--- config.mk ---
export PLATFORM = sky130hd
export DESIGN_NAME = uart_word_tx
export DESIGN_NICKNAME = d
export VERILOG_FILES = /design/src/rtl/uart_word_tx_pkg.sv /design/src/rtl/uart_tx_fifo.sv /design/src/rtl/uart_word_tx.sv
export SDC_FILE = /design/constraint.sdc
export NUM_CORES = 1
export LEC_CHECK = 0
export ABC_AREA = 0
export CAP_MARGIN = 10
export CORE_ASPECT_RATIO = 0.6
export CORE_MARGIN = 5
export CORE_UTILIZATION = 53
export CTS_CLUSTER_DIAMETER = 30
export DETAILED_ROUTE_END_ITERATION = 6
export PLACE_DENSITY = 0.73
export SETUP_SLACK_MARGIN = 0.5
export SLEW_MARGIN = 40
export SYNTH_ARGS = -nofsm -noshare
export SYNTH_HDL_FRONTEND = slang
export SYNTH_HIERARCHICAL = 1
export SYNTH_SLANG_ARGS = --single-unit
--- constraint.sdc ---
create_clock -name clk_i -period 3.53 [get_ports clk_i]
set_input_delay 0.5295 -clock clk_i [delete_from_list [all_inputs] [get_ports clk_i]]
set_output_delay 0.5295 -clock clk_i [all_outputs]
set_load 0.02 [all_outputs]
--- src/rtl/uart_word_tx_pkg.sv ---
// Shared types and constants for the word-oriented UART transmitter.
package uart_word_tx_pkg;

    typedef enum logic [2:0] {
        ST_IDLE   = 3'd0,
        ST_START  = 3'd1,
        ST_DATA   = 3'd2,
        ST_PARITY = 3'd3,
        ST_STOP   = 3'd4
    } tx_state_t;

    typedef enum logic {
        PAR_EVEN = 1'b0,
        PAR_ODD  = 1'b1
    } parity_mode_t;

    localparam int unsigned START_BITS = 1;
    localparam int unsigned DATA_BITS  = 8;
    localparam int unsigned MIN_DIV    = 2;

    function automatic logic parity_bit(input logic [7:0] data, input parity_mode_t mode);
        return (^data) ^ (mode == PAR_ODD);
    endfunction

endpackage

--- src/rtl/uart_tx_fifo.sv ---
// Power-of-two word FIFO with wrap-bit pointers; simultaneous push and pop both take effect.
module uart_tx_fifo
    import uart_word_tx_pkg::*;
#(
    parameter int unsigned WIDTH = 32,
    parameter int unsigned DEPTH = 4
) (
    input  logic             clk_i,
    input  logic             rst_ni,
    input  logic             push_i,
    input  logic [WIDTH-1:0] wdata_i,
    input  logic             pop_i,
    output logic [WIDTH-1:0] rdata_o,
    output logic             full_o,
    output logic             empty_o
);
    localparam int unsigned AW = $clog2(DEPTH);

    logic [WIDTH-1:0] r_mem [DEPTH];
    logic [AW:0]      r_wptr;
    logic [AW:0]      r_rptr;
    logic             w_push;
    logic             w_pop;

    assign full_o  = (r_wptr[AW] != r_rptr[AW]) && (r_wptr[AW-1:0] == r_rptr[AW-1:0]);
    assign empty_o = (r_wptr == r_rptr);
    assign w_push  = push_i && !full_o;
    assign w_pop   = pop_i && !empty_o;
    assign rdata_o = r_mem[r_rptr[AW-1:0]];

    always_ff @(posedge clk_i or negedge rst_ni) begin
        if (!rst_ni) begin
            r_wptr <= '0;
            r_rptr <= '0;
        end else begin
            if (w_push) r_wptr <= r_wptr + 1'b1;
            if (w_pop)  r_rptr <= r_rptr + 1'b1;
        end
    end

    // Storage needs no reset: empty pointers hide stale contents.
    always_ff @(posedge clk_i) begin
        if (w_push) r_mem[r_wptr[AW-1:0]] <= wdata_i;
    end

endmodule

--- src/rtl/uart_word_tx.sv ---
// Serialises buffered words as LSB-first UART bytes with optional parity and 1/2 stop bits.
// States: IDLE = line idle / fetching a word | START = start bit | DATA = 8 data bits
//         PARITY = parity bit | STOP = one or two stop bits
module uart_word_tx
    import uart_word_tx_pkg::*;
#(
    parameter int unsigned WORD_W     = 32,
    parameter int unsigned FIFO_DEPTH = 4,
    parameter int unsigned DIV_W      = 16
) (
    input  logic              clk_i,
    input  logic              rst_ni,
    input  logic [DIV_W-1:0]  cfg_div_i,
    input  logic              cfg_parity_en_i,
    input  logic              cfg_parity_odd_i,
    input  logic              cfg_stop2_i,
    input  logic              word_valid_i,
    output logic              word_ready_o,
    input  logic [WORD_W-1:0] word_i,
    output logic              uart_tx_o,
    output logic              busy_o,
    output logic [31:0]       bytes_sent_o
);
    localparam int unsigned NBYTES = WORD_W / 8;
    localparam int unsigned BC_W   = $clog2(NBYTES + 1);

    tx_state_t         r_state;
    logic              r_ready_en;
    logic [DIV_W-1:0]  r_cnt;
    logic [DIV_W-1:0]  r_div_m1;
    logic [7:0]        r_shift;
    logic [2:0]        r_bit_idx;
    logic              r_par_en;
    logic              r_par_bit;
    logic              r_stop2;
    logic              r_stop_left;
    logic [WORD_W-1:0] r_word;
    logic [BC_W-1:0]   r_bytes_left;
    logic              r_tx;
    logic [31:0]       r_bytes_sent;

    logic              w_fifo_full;
    logic              w_fifo_empty;
    logic [WORD_W-1:0] w_fifo_rdata;
    logic              w_push;
    logic              w_pop;
    logic              w_bit_end;
    logic              w_stop_end;
    logic              w_have_bytes;
    logic              w_enter_start;
    logic [WORD_W-1:0] w_src_word;
    logic [DIV_W-1:0]  w_div_m1;

    assign word_ready_o = r_ready_en && !w_fifo_full;
    assign w_push       = word_valid_i && word_ready_o;

    uart_tx_fifo #(
        .WIDTH (WORD_W),
        .DEPTH (FIFO_DEPTH)
    ) u_fifo (
        .clk_i   (clk_i),
        .rst_ni  (rst_ni),
        .push_i  (w_push),
        .wdata_i (word_i),
        .pop_i   (w_pop),
        .rdata_o (w_fifo_rdata),
        .full_o  (w_fifo_full),
        .empty_o (w_fifo_empty)
    );

    assign w_div_m1 = (cfg_div_i < DIV_W'(MIN_DIV)) ? DIV_W'(MIN_DIV - 1)
                                                    : cfg_div_i - DIV_W'(1);

    assign w_bit_end    = (r_cnt == '0);
    assign w_stop_end   = (r_state == ST_STOP) && w_bit_end && !r_stop_left;
    assign w_have_bytes = (r_bytes_left != '0);
    assign w_src_word   = w_have_bytes ? r_word : w_fifo_rdata;

    // A word is fetched in IDLE one cycle ahead of its start bit; at the end of a
    // frame the next byte (from the held word or straight from the FIFO) starts at once.
    assign w_enter_start = ((r_state == ST_IDLE) && w_have_bytes)
                        || (w_stop_end && (w_have_bytes || !w_fifo_empty));
    assign w_pop = !w_fifo_empty && !w_have_bytes
                && ((r_state == ST_IDLE) || w_stop_end);

    assign busy_o       = !w_fifo_empty || (r_state != ST_IDLE) || w_have_bytes;
    assign uart_tx_o    = r_tx;
    assign bytes_sent_o = r_bytes_sent;

    always_ff @(posedge clk_i or negedge rst_ni) begin
        if (!rst_ni) begin
            r_state      <= ST_IDLE;
            r_ready_en   <= 1'b0;
            r_cnt        <= '0;
            r_div_m1     <= '0;
            r_shift      <= '0;
            r_bit_idx    <= '0;
            r_par_en     <= 1'b0;
            r_par_bit    <= 1'b0;
            r_stop2      <= 1'b0;
            r_stop_left  <= 1'b0;
            r_word       <= '0;
            r_bytes_left <= '0;
            r_tx         <= 1'b1;
            r_bytes_sent <= '0;
        end else begin
            r_ready_en <= 1'b1;
            if (!w_bit_end) r_cnt <= r_cnt - DIV_W'(1);

            case (r_state)
                ST_IDLE: begin
                    r_tx <= 1'b1;
                end
                ST_START: begin
                    if (w_bit_end) begin
                        r_state   <= ST_DATA;
                        r_tx      <= r_shift[0];
                        r_bit_idx <= '0;
                        r_cnt     <= r_div_m1;
                    end
                end
                ST_DATA: begin
                    if (w_bit_end) begin
                        r_cnt <= r_div_m1;
                        if (r_bit_idx == 3'(DATA_BITS - 1)) begin
                            if (r_par_en) begin
                                r_state <= ST_PARITY;
                                r_tx    <= r_par_bit;
                            end else begin
                                r_state     <= ST_STOP;
                                r_tx        <= 1'b1;
                                r_stop_left <= r_stop2;
                            end
                        end else begin
                            r_bit_idx <= r_bit_idx + 3'd1;
                            r_shift   <= r_shift >> 1;
                            r_tx      <= r_shift[1];
                        end
                    end
                end
                ST_PARITY: begin
                    if (w_bit_end) begin
                        r_state     <= ST_STOP;
                        r_tx        <= 1'b1;
                        r_stop_left <= r_stop2;
                        r_cnt       <= r_div_m1;
                    end
                end
                ST_STOP: begin
                    if (w_bit_end) begin
                        if (r_stop_left) begin
                            r_stop_left <= 1'b0;
                            r_cnt       <= r_div_m1;
                        end else begin
                            r_bytes_sent <= r_bytes_sent + 32'd1;
                            r_state      <= ST_IDLE;
                        end
                    end
                end
                default: begin
                    r_state <= ST_IDLE;
                    r_tx    <= 1'b1;
                end
            endcase

            // Frame configuration is latched here and held for the whole frame.
            if (w_enter_start) begin
                r_state   <= ST_START;
                r_tx      <= 1'b0;
                r_cnt     <= w_div_m1;
                r_div_m1  <= w_div_m1;
                r_shift   <= w_src_word[7:0];
                r_par_en  <= cfg_parity_en_i;
                r_par_bit <= parity_bit(w_src_word[7:0], parity_mode_t'(cfg_parity_odd_i));
                r_stop2   <= cfg_stop2_i;
            end

            if (w_pop) begin
                if (w_enter_start) begin
                    r_word       <= w_fifo_rdata >> 8;
                    r_bytes_left <= BC_W'(NBYTES - 1);
                end else begin
                    r_word       <= w_fifo_rdata;
                    r_bytes_left <= BC_W'(NBYTES);
                end
            end else if (w_enter_start) begin
                r_word       <= r_word >> 8;
                r_bytes_left <= r_bytes_left - BC_W'(1);
            end
        end
    end

endmodule

==> impl_metrics.csv, run 1 <==
group,metric,value,unit
critical_path,critPathSlowestCell,"or4_4",
timing,skew,29.32,ps
critical_path,cp-start-kind,"flip-flop",
critical_path,cp_max_fo,8,
synthesis,yosys_warnings,6,
synthesis,synthAdderAreaFrac,1.328,%
clock_network,cts_htree_levels,2,
floorplanning,pin_count,89,
critical_path,crit_path_cell_trace,"inv_1 -> ha_2 -> or4b_4 -> nor4_4 -> nand2_2 -> or4_4 -> and3_1 -> a211o_1",
synthesis,yosysTopAreaCell,"edfxtp_1",
placement,place_ws,364.6,ps
synthesis,synth_xor_area_share,5.645,%
detailed_routing,drc,0,
placement,port-buffer-count,88,
clock_network,cts_sinks,253,
timing,setup_viol,0,
grt,grt_pass1_wl,42070,um
synthesis,ys_async_sr_fraction,49.41,%
grt,grt_pass1_vias,7684,
timing,fmax,0.3398,GHz
synthesis,netlist-cell-type-count,58,
detailed_routing,wl_met3,2058,um
critical_path,crit_type,"reg2reg",
placement,place.gp.congestion,0.8704,
timing,rsz0062_at_grt,"no",
synthesis,synth_top_family_by_area,"simple AND/OR/NAND/NOR gates",
hold_path,hp-class,"in2async",
synthesis,synthesis.nets,949,
detailed_routing,drt-vias-per-instance,5.903,
run,drv_cap,0,
floorplanning,die_w,198.5,um
cells_and_area,antenna_cells,0,
detailed_routing,ant_nets,0,
detailed_routing,wl_met2,11040,um
detailed_routing,wirelength,26030,um
critical_path,required,3910,ps
synthesis,synth_most_common_cell,"edfxtp_1",
floorplanning,coreArea,20980,um^2
detailed_routing,first_iter_violations,814,
synthesis,synth_common_cells,"edfxtp_1 (128), dfrtp_1 (124), nand2_1 (91)",
clock_network,cts_tree,"yes",
cells_and_area,area_growth,23.91,%
grt,grt_max_degree,126,
timing,tns,0,ps
synthesis,synthSimpleGateAreaFrac,11.95,%
critical_path,ff2ff_path_depth,8,
detailed_routing,dr.pass1.iters,5,
synthesis,synth_cells,883,
timing,worst_pin_slew,733.8,ps
floorplanning,rows,41,
detailed_routing,wl_met1,12640,um
synthesis,synth_compound_area_share,9.729,%
synthesis,synth_edf_count,128,
power_and_ir_drop,ir_drop,0.4242,mV
timing,slew_viol_final,0,
clock_network,cts.root.buffer_cell,"clkbuf_16",
timing,final.min_clock_period,2943,ps
grt,gr-total-overflow,0,
cells_and_area,stdcell_area,14010,um^2
synthesis,ys_seq_elements,253,
grt,track_usage,21.65,%
synthesis,syn-mean-instance-area,12.80,um^2
detailed_routing,vias,7763,
synthesis,synth_top_cell_area_share,34.00,%
synthesis,ys_seq_area_share,61.68,%
timing,worst_slack,587.1,ps
clock_network,cts_buffers,37,
critical_path,endpoint_kind,"flip-flop",
power_and_ir_drop,powerDensity,767.4,nW/um^2
power_and_ir_drop,power.total,0.01075,W
critical_path,rrSetupSlack,590,ps
critical_path,worstReg2RegEnd,"r_shift[0]$_DFFE_PN0P_",
placement,dpl-instance-area,12630,um^2
floorplanning,die_h,123.1,um
cells_and_area,final_net_count,1073,
critical_path,cp.arrival,3320,ps
timing,fin_crit_sh,83.37,%
floorplanning,start_util,53.88,%
clock_network,ctsHoldBuffers,0,
detailed_routing,top_layer,"met4",
clock_network,clkLatencyLatePin,510,ps
power_and_ir_drop,p_leak,5.349,nW
run_status,status,"finished, final reports clean",
cells_and_area,layout-drive-gt1-share,16.02,%
synthesis,synth_top_flop_cell,"edfxtp_1",
timing,finalHoldViolations,0,
synthesis,syn_area,11300,um^2
grt,grt_antenna_before_repair,0,
clock_network,clk_pin_slew,50,ps
critical_path,rr_startpoint,"r_cnt[0]$_DFF_PN0_",
timing,slew-limit-headroom,51.08,%
placement,dp_hpwl,17110,um
synthesis,muxShareOfSynthArea,7.106,%
floorplanning,die-area,24450,um^2
synthesis,synthTopCellsByArea,"edfxtp_1 (34%), dfrtp_1 (27%), mux4_2 (6.4%)",
critical_path,cpPeakStageDelay,570,ps
clock_network,clockBufferDepth,3,
detailed_routing,drt-wirelength-per-cell,19.79,um
[state kept, by name, indices dropped and copies added (netlist names)]
signal and count:
r_bit_idx 3, r_cnt 16, r_ready_en 1, r_bytes_left 3
r_shift 8, r_stop2 1, u_fifo/r_wptr 3, r_word 32
r_div_m1 16, r_stop_left 1, u_fifo/r_mem 128, bytes_sent_o 32
uart_tx_o 1, r_par_en 1, r_state 3, u_fifo/r_rptr 3
r_par_bit 1
[metal layers]
| layer | vias up | global-route usage (%) |
|---|---|---|
| met5 | - | 0 |
| met3 | 29 | 4.684 |
| li1 | 3555 | - |
| met4 | 0 | 4.611 |
| met1 | 3905 | 34.94 |
| met2 | 274 | 30.30 |
[power breakdown]
group	switching, W	leakage [nW]	total [W]	internal [W]
clock network	0.00135	0.617	0.00371	0.00235
registers	0.000445	2.73	0.00420	0.00376
logic	0.00157	2.00	0.00284	0.00127
total	0.00336	5.35	0.0107	0.00738
[critical path: cells and delay by family, from the launching register on]
family          cells  cell delay, ps
compound gates      1             270
fa+ha+maj           1             230
simple gates        5            1810
flops               1             400
buf+inv             1             110
[worst max-delay path by stage]
stage / slack (ps) / cells after the start / endpoint / startpoint
2_1_floorplan: 720 / 9 / r_shift[0]$_DFFE_PN0P_ / r_cnt[0]$_DFF_PN0_
3_3_place_gp: 480 / 8 / r_shift[0]$_DFFE_PN0P_ / r_cnt[0]$_DFF_PN0_
3_5_place_dp: 360 / 7 / r_word[20]$_DFFE_PN0P_ / r_cnt[6]$_DFF_PN0_
4_1_cts: 500 / 8 / r_shift[0]$_DFFE_PN0P_ / r_cnt[0]$_DFF_PN0_
5_1_grt: 500 / 7 / bytes_sent_o[29]$_DFFE_PN0P_ / r_cnt[6]$_DFF_PN0_
6_report: 590 / 8 / r_shift[0]$_DFFE_PN0P_ / r_cnt[0]$_DFF_PN0_
[layout by cell type, fill, tap and decap left out, drive strengths merged, types with 6 or more instances in the layout]
master,instances
ha,12
o22ai,9
buf,40
xnor2,42
nand2,92
a22oi,25
mux4,32
nor4,14
inv,27
edfxtp,128
clkinv,11
dfrtp,124
nand4,9
o31ai,7
nand2b,9
nor3,25
or4,8
mux2i,6
o21ai,33
and3,13
a31oi,37
xor2,30
a21oi,29
nand3,18
clkbuf,44
clkdlybuf4s50,86
nor2,60
a22o,10
[what timing repair did]
item / 4_1_cts / 5_1_grt
gates resized for setup: 6 / 6
pin swaps: 1 / 2
gates cloned: 0 / 0
buffers inserted: 2 / 6
setup endpoints to repair: 42 / 16
[kinds of logic after synthesis]
logic type,Yosys count
AND/OR/NAND/NOR,270
flip-flops,253
AO/OA/AOI/OAI,171
XOR/XNOR,72
buffers and inverters,64
multiplexers,40
adder cells (fa/ha/maj),12
other,1
[through the flow]
stage,utilization [%],std cells,hold slack (ps)
floorplan,-,883,233.9
global placement,60.18,1239,460.3
detailed placement,60.18,1239,464.2
CTS,66.39,1309,170.1
global route,66.76,1315,191.2
finish,66.76,1315,96.47
[final cells by class]
type / instances / area [um^2]
clock buffers: 44 / 1005
clock inverters: 24 / 264.0
fillers: 1488 / 6974
inverters: 22 / 82.58
multi-input cells: 566 / 4134
flip-flops and latches: 253 / 6978
well taps: 279 / 349.1
repair buffers: 127 / 1195
Note: power is estimated with default switching activity, not from simulation.
==> inputs of run 2 (changes only) <==
- clock period: 3.53 -> 2.6 ns (I/O delays scaled with it)
==> run 2 against run 1 <==
Effect of this change: count of clock-buffer cells in the layout down 6; sequential power up 36%; the run now ends with negative hold slack, negative setup slack left; clock power up 25%; non-clock buffer count up 98; routed wire length up 26%; clock skew down 13 ps; total power up 52%; combinational power up 110%; first-iteration DRC count up 31%; largest cell class unchanged.
==> impl_metrics.csv, run 2 (same netlist as run 1, synthesis figures left out) <==
group,metric,value,unit
grt,grt_pass1_wl,46340,um
critical_path,ff2ff_path_depth,10,
cells_and_area,final_common_cell,"edfxtp_1",
grt,met3_usage,5.419,%
grt,use_met1,38.54,%
placement,dp_hpwl,17490,um
timing,fmax,0.3793,GHz
power_and_ir_drop,ir_drop,0.8264,mV
critical_path,critPathBufInv,4,
critical_path,cp.arrival,3020,ps
timing,fin_crit_sh,101.4,%
floorplanning,pin_count,89,
cells_and_area,layout-drive-gt1-share,37.02,%
critical_path,required,2980,ps
cells_and_area,instances_no_fill,1408,
detailed_routing,drc,0,
critical_path,endpoint_kind,"flip-flop",
grt,gr-total-overflow,0,
grt,use_met2,35.03,%
clock_network,cts_htree_levels,2,
critical_path,cp-start-kind,"flip-flop",
timing,setup_viol,1,
detailed_routing,drt-wirelength-per-cell,23.34,um
placement,port-buffer-count,88,
grt,track_usage,24.37,%
critical_path,crit_type,"reg2reg",
detailed_routing,vias,8712,
cells_and_area,final_net_count,1169,
power_and_ir_drop,powerDensity,1006,nW/um^2
clock_network,clockBufferDepth,3,
timing,final.min_clock_period,2636,ps
timing,skew,16.15,ps
placement,dpl-instance-area,13190,um^2
timing,finalHoldViolations,25,
floorplanning,die_h,123.1,um
detailed_routing,ant_nets,0,
run_status,status,"finished with violations",
critical_path,cpPeakStageDelay,580,ps
hold_path,hp-class,"in2async",
clock_network,cts_tree,"yes",
critical_path,cp_max_fo,5,
cells_and_area,largest_reg_flops,128,
timing,rsz0062_at_grt,"yes",
run_status,violations,"negative hold slack, negative setup slack",
critical_path,rrSetupSlack,-40,ps
floorplanning,coreArea,20980,um^2
grt,grt_max_degree,126,
critical_path,crit_cells,10,
timing,worst_slack,-36.18,ps
timing,slew-limit-headroom,51.98,%
clock_network,clk_pin_slew,60,ps
power_and_ir_drop,power.total,0.01635,W
clock_network,clkLatencyLatePin,510,ps
run,drv_cap,0,
power_and_ir_drop,p_leak,6.413,nW
cells_and_area,stdcell_area,16260,um^2
critical_path,crit_family,"simple AND/OR/NAND/NOR gates",
grt,busiest_layer,"met1",
cells_and_area,area_growth,43.80,%
detailed_routing,dr.pass1.iters,5,
timing,worst_pin_slew,720.3,ps
cells_and_area,fill_cells,1151,
placement,dpl.cell_count,1265,
clock_network,cts_sinks,253,
timing,whs,-43.80,ps
timing,slew_viol_final,0,
detailed_routing,first_iter_violations,1070,
critical_path,worstReg2RegEnd,"r_cnt[9]$_DFF_PN0_",
placement,place.gp.congestion,0.8686,
cells_and_area,layout_common_cells,"edfxtp_1 (128), dfrtp_1 (117), clkdlybuf4s50_1 (84)",
critical_path,critPathSlowestCell,"or4_4",
floorplanning,die_w,198.5,um
critical_path,crit_path_cell_trace,"or4_4 -> buf_4 -> buf_6 -> nor4_4 -> buf_4 -> a31oi_4 -> a21oi_4 -> buf_6 -> a31oi_1 -> or2_1",
critical_path,rr_startpoint,"r_cnt[7]$_DFF_PN0_",
clock_network,cts.root.buffer_cell,"clkbuf_16",
floorplanning,start_util,53.88,%
clock_network,ctsHoldBuffers,0,
cells_and_area,antenna_cells,0,
floorplanning,rows,41,
detailed_routing,drt-vias-per-instance,6.188,
detailed_routing,wirelength,32860,um
clock_network,cts_buffers,35,
floorplanning,die-area,24450,um^2
placement,place_ws,-41.03,ps
grt,grt_antenna_before_repair,0,
grt,grt_pass1_vias,8310,
==> run 2: changes by cell type in the layout (fill, tap and decap cells not counted), moves of 14 or more <==
cell | before | now
nand2_4 | 0 | 19
nor3_1 | 24 | 10
buf_12 | 2 | 16
nor2_4 | 0 | 14
o21ai_0 | 33 | 11
buf_4 | 38 | 70
o21ai_2 | 0 | 16
nand2_2 | 1 | 16
nand2_1 | 91 | 56
nor2_1 | 60 | 44
buf_6 | 0 | 37
==> run 2: layer usage <==
layer	vias to the layer above	part of all wire, %	wire length [um]
met1	4339	44	14380
met5	-	0	0
met2	513	44	14440
met3	87	9.9	3268
met4	0	2.3	763
li1	3773	-	-
==> run 2: report_power, final <==
part,internal [W],total [W],switching (W),leakage [nW]
Clock,0.00277,0.00465,0.00188,0.562
Sequential,0.00510,0.00573,0.000636,2.73
Combinational,0.00287,0.00597,0.00310,3.12
==> run 2: timing repair <==
action                                  4_1_cts  5_1_grt
endpoints found under the setup margin      155      157
setup buffers                                34       29
cloned                                       11        6
gates resized for setup                     138      126
pin swaps                                    56       70
==> run 2: worst max-delay path by stage <==
stage                             endpoint  slack, ps                        start
finish                  r_cnt[9]$_DFF_PN0_        -40           r_cnt[7]$_DFF_PN0_
global route            r_cnt[9]$_DFF_PN0_       -100           r_cnt[7]$_DFF_PN0_
CTS                                 busy_o        100  r_bytes_left[0]$_DFFE_PN0P_
detailed placement      r_cnt[3]$_DFF_PN0_        -40           r_cnt[9]$_DFF_PN0_
global placement        r_cnt[3]$_DFF_PN0_         50           r_cnt[9]$_DFF_PN0_
floorplan           r_shift[0]$_DFFE_PN0P_        -10           r_cnt[0]$_DFF_PN0_
==> run 2: through the flow <==
stage / utilization, % / hold slack (ps) / TNS, ps
floorplan: - / 94.41 / -13.41
finish: 77.48 / -43.80 / -36.18
global placement: 62.87 / 461.2 / 0
detailed placement: 62.87 / 468.7 / -41.03
global route: 77.48 / 46.42 / -268.7
CTS: 73.17 / 8.623 / 0
==> run 2: area by class of cell <==
cell class	instances	area (um^2)	area share, %
inverters	22	85.08	0.5234
clock inverters	25	256.5	1.578
flip-flops and latches	253	6982	42.95
clock buffers	38	897.1	5.519
well taps	279	349.1	2.147
repair buffers	225	2531	15.57
multi-input cells	566	5155	31.71
==> run 2: worst register-to-register path, cell delays in order, from the launching register on <==
cell     delay [ps]
dfrtp_1         390
or4_4           580
buf_4           160
buf_6           120
nor4_4          130
buf_4           190
a31oi_4         160
a21oi_4         270
buf_6           160
a31oi_1          60
or2_1           290
==> inputs of run 3 (changes only) <==
- CORE_UTILIZATION: 53 -> 55
- CTS_BUF_LIST: default -> sky130_fd_sc_hd__clkbuf_8
- PLACE_DENSITY: 0.73 -> 0.76
==> run 3 against run 2 <==
Effect of this change: the run ends with negative setup slack left; clock power down 23%; final area up 1.4%; sequential cell count unchanged; critical path depth down 2; combinational power up 12%; sequential power up 2%; utilization up 4.5 points; count of clock-buffer cells in the layout up 5; critical path type unchanged; largest cell class unchanged.
==> impl_metrics.csv, run 3 (same netlist as run 1, synthesis figures left out) <==
group,metric,value,unit
clock_network,clk_pin_slew,70,ps
detailed_routing,ant_nets,0,
timing,finalHoldViolations,0,
critical_path,worst_path_most_repeated_cell,"or4_4",
critical_path,cpPeakStageDelay,570,ps
timing,slew_viol_final,0,
floorplanning,die_h,121.1,um
floorplanning,coreArea,20120,um^2
floorplanning,pin_count,89,
cells_and_area,final_net_count,1197,
cells_and_area,fin_util,81.93,%
critical_path,critPathBufInv,2,
critical_path,endpoint_kind,"flip-flop",
placement,place.gp.congestion,0.8980,
timing,fmax,0.3710,GHz
critical_path,crit_family,"simple AND/OR/NAND/NOR gates",
clock_network,cts_htree_levels,2,
placement,dp_hpwl,17580,um
clock_network,cts_tree,"yes",
critical_path,ff2ff_path_depth,8,
power_and_ir_drop,power.total,0.01616,W
cells_and_area,largest_reg_flops,128,
cells_and_area,stdcell_area,16480,um^2
critical_path,cp_max_fo,7,
critical_path,cp.arrival,3180,ps
timing,setup_viol,13,
timing,slew-limit-headroom,53.62,%
power_and_ir_drop,powerDensity,980.0,nW/um^2
critical_path,rr_startpoint,"r_cnt[13]$_DFF_PN0_",
detailed_routing,vias,9374,
timing,tns,-384.0,ps
grt,gr-total-overflow,0,
detailed_routing,dr.pass1.iters,6,
timing,worst_pin_slew,676.4,ps
clock_network,cts_sinks,253,
critical_path,crit_type,"reg2reg",
detailed_routing,wirelength,36890,um
critical_path,crit_path_cell_trace,"or4_4 -> or4_4 -> nor4_4 -> buf_12 -> and2_4 -> clkbuf_16 -> nand2_4 -> a31oi_1",
critical_path,rrSetupSlack,-100,ps
timing,skew,37.93,ps
detailed_routing,first_iter_violations,1305,
critical_path,cp-start-kind,"flip-flop",
cells_and_area,layout_common_cells,"edfxtp_1 (128), dfrtp_1 (117), buf_4 (83)",
clock_network,clkLatencyLatePin,600,ps
cells_and_area,antenna_cells,0,
grt,grt_pass1_wl,46870,um
cells_and_area,final_common_cell,"edfxtp_1",
clock_network,cts_buffers,42,
cells_and_area,layout-drive-gt1-share,40.03,%
placement,dpl-instance-area,13230,um^2
detailed_routing,drt-vias-per-instance,6.523,
floorplanning,rows,40,
run_status,violations,"negative setup slack",
grt,grt_pass1_vias,8546,
clock_network,clockBufferDepth,3,
placement,place_ws,-13.51,ps
floorplanning,die-area,23620,um^2
grt,grt_antenna_before_repair,0,
power_and_ir_drop,p_leak,6.679,nW
detailed_routing,drc,0,
timing,rsz0062_at_grt,"yes",
critical_path,critPathSlowestCell,"or4_4",
cells_and_area,area_growth,45.82,%
floorplanning,die_w,195.1,um
cells_and_area,fill_cells,972,
run_status,status,"finished with violations",
placement,port-buffer-count,88,
grt,track_usage,25.09,%
timing,fin_crit_sh,103.7,%
detailed_routing,drt-wirelength-per-cell,25.67,um
timing,worst_slack,-95.50,ps
critical_path,required,3080,ps
power_and_ir_drop,ir_drop,0.5433,mV
run,drv_cap,0,
critical_path,worstReg2RegEnd,"r_word[22]$_DFFE_PN0P_",
floorplanning,start_util,56.19,%
grt,grt_max_degree,70,
timing,final.min_clock_period,2696,ps
hold_path,hp-class,"in2async",
clock_network,cts.root.buffer_cell,"clkbuf_8",
[run 3: cell count changes in the layout (fill, tap and decap cells not counted), sizes merged, moves of 4 or more]
cell / change
clkdlybuf4s50: -7
clkbuf: +11
inv: +11
buf: +14
clkinv: -6
dlygate4sd2: +4
[run 3: worst max-delay path by stage]
stage	start	to	cells after the start	slack [ps]
after CTS	r_cnt[11]$_DFF_PN0_	r_word[18]$_DFFE_PN0P_	8	10
after global routing	r_cnt[13]$_DFF_PN0_	r_word[22]$_DFFE_PN0P_	11	-160
after floorplan	r_cnt[0]$_DFF_PN0_	r_shift[0]$_DFFE_PN0P_	9	-10
final	r_cnt[13]$_DFF_PN0_	r_word[22]$_DFFE_PN0P_	8	-100
after detailed placement	r_cnt[9]$_DFF_PN0_	r_state[0]$_DFFE_PN0P_	8	-10
after global placement	r_cnt[9]$_DFF_PN0_	bytes_sent_o[21]$_DFFE_PN0P_	8	50
[run 3: metrics by stage]
step,cells,hold slack (ps)
after floorplan,883,94.41
after global placement,1264,359.4
after detailed placement,1264,359.3
after CTS,1392,316.4
after global routing,1437,360.3
final,1437,307.0
[run 3: what timing repair did]
action	4_1_cts	5_1_grt
setup endpoints to repair	156	211
endpoints found under the hold margin	30	0
pin swaps	68	89
gates cloned	9	14
hold buffers	1	0
buffers inserted	41	31
resized for setup	138	186
[run 3: metal layers]
layer / track usage [%] / part of all wire [%] / vias up
met3: 6.826 / 13 / 151
met4: 7.367 / 3.7 / 0
met1: 37.90 / 40 / 4669
li1: - / - / 3822
met5: 0 / 0 / -
met2: 35.94 / 44 / 732
[run 3: power by group]
group | switching (W) | internal, W | total, W
Clock | 0.00172 | 0.00187 | 0.00359
Sequential | 0.000767 | 0.00510 | 0.00586
Combinational | 0.00353 | 0.00317 | 0.00670
Total | 0.00602 | 0.0101 | 0.0162
[run 3: final cells by class]
class	instances	area, um^2	area share, %
Tap cell	273	341.6	2.072
Clock inverter	34	254.0	1.541
Sequential cell	253	6982	42.35
Timing Repair Buffer	246	2799	16.98
Inverter	22	87.58	0.5313
Clock buffer	43	591.8	3.590
Multi-Input combinational cell	566	5429	32.93
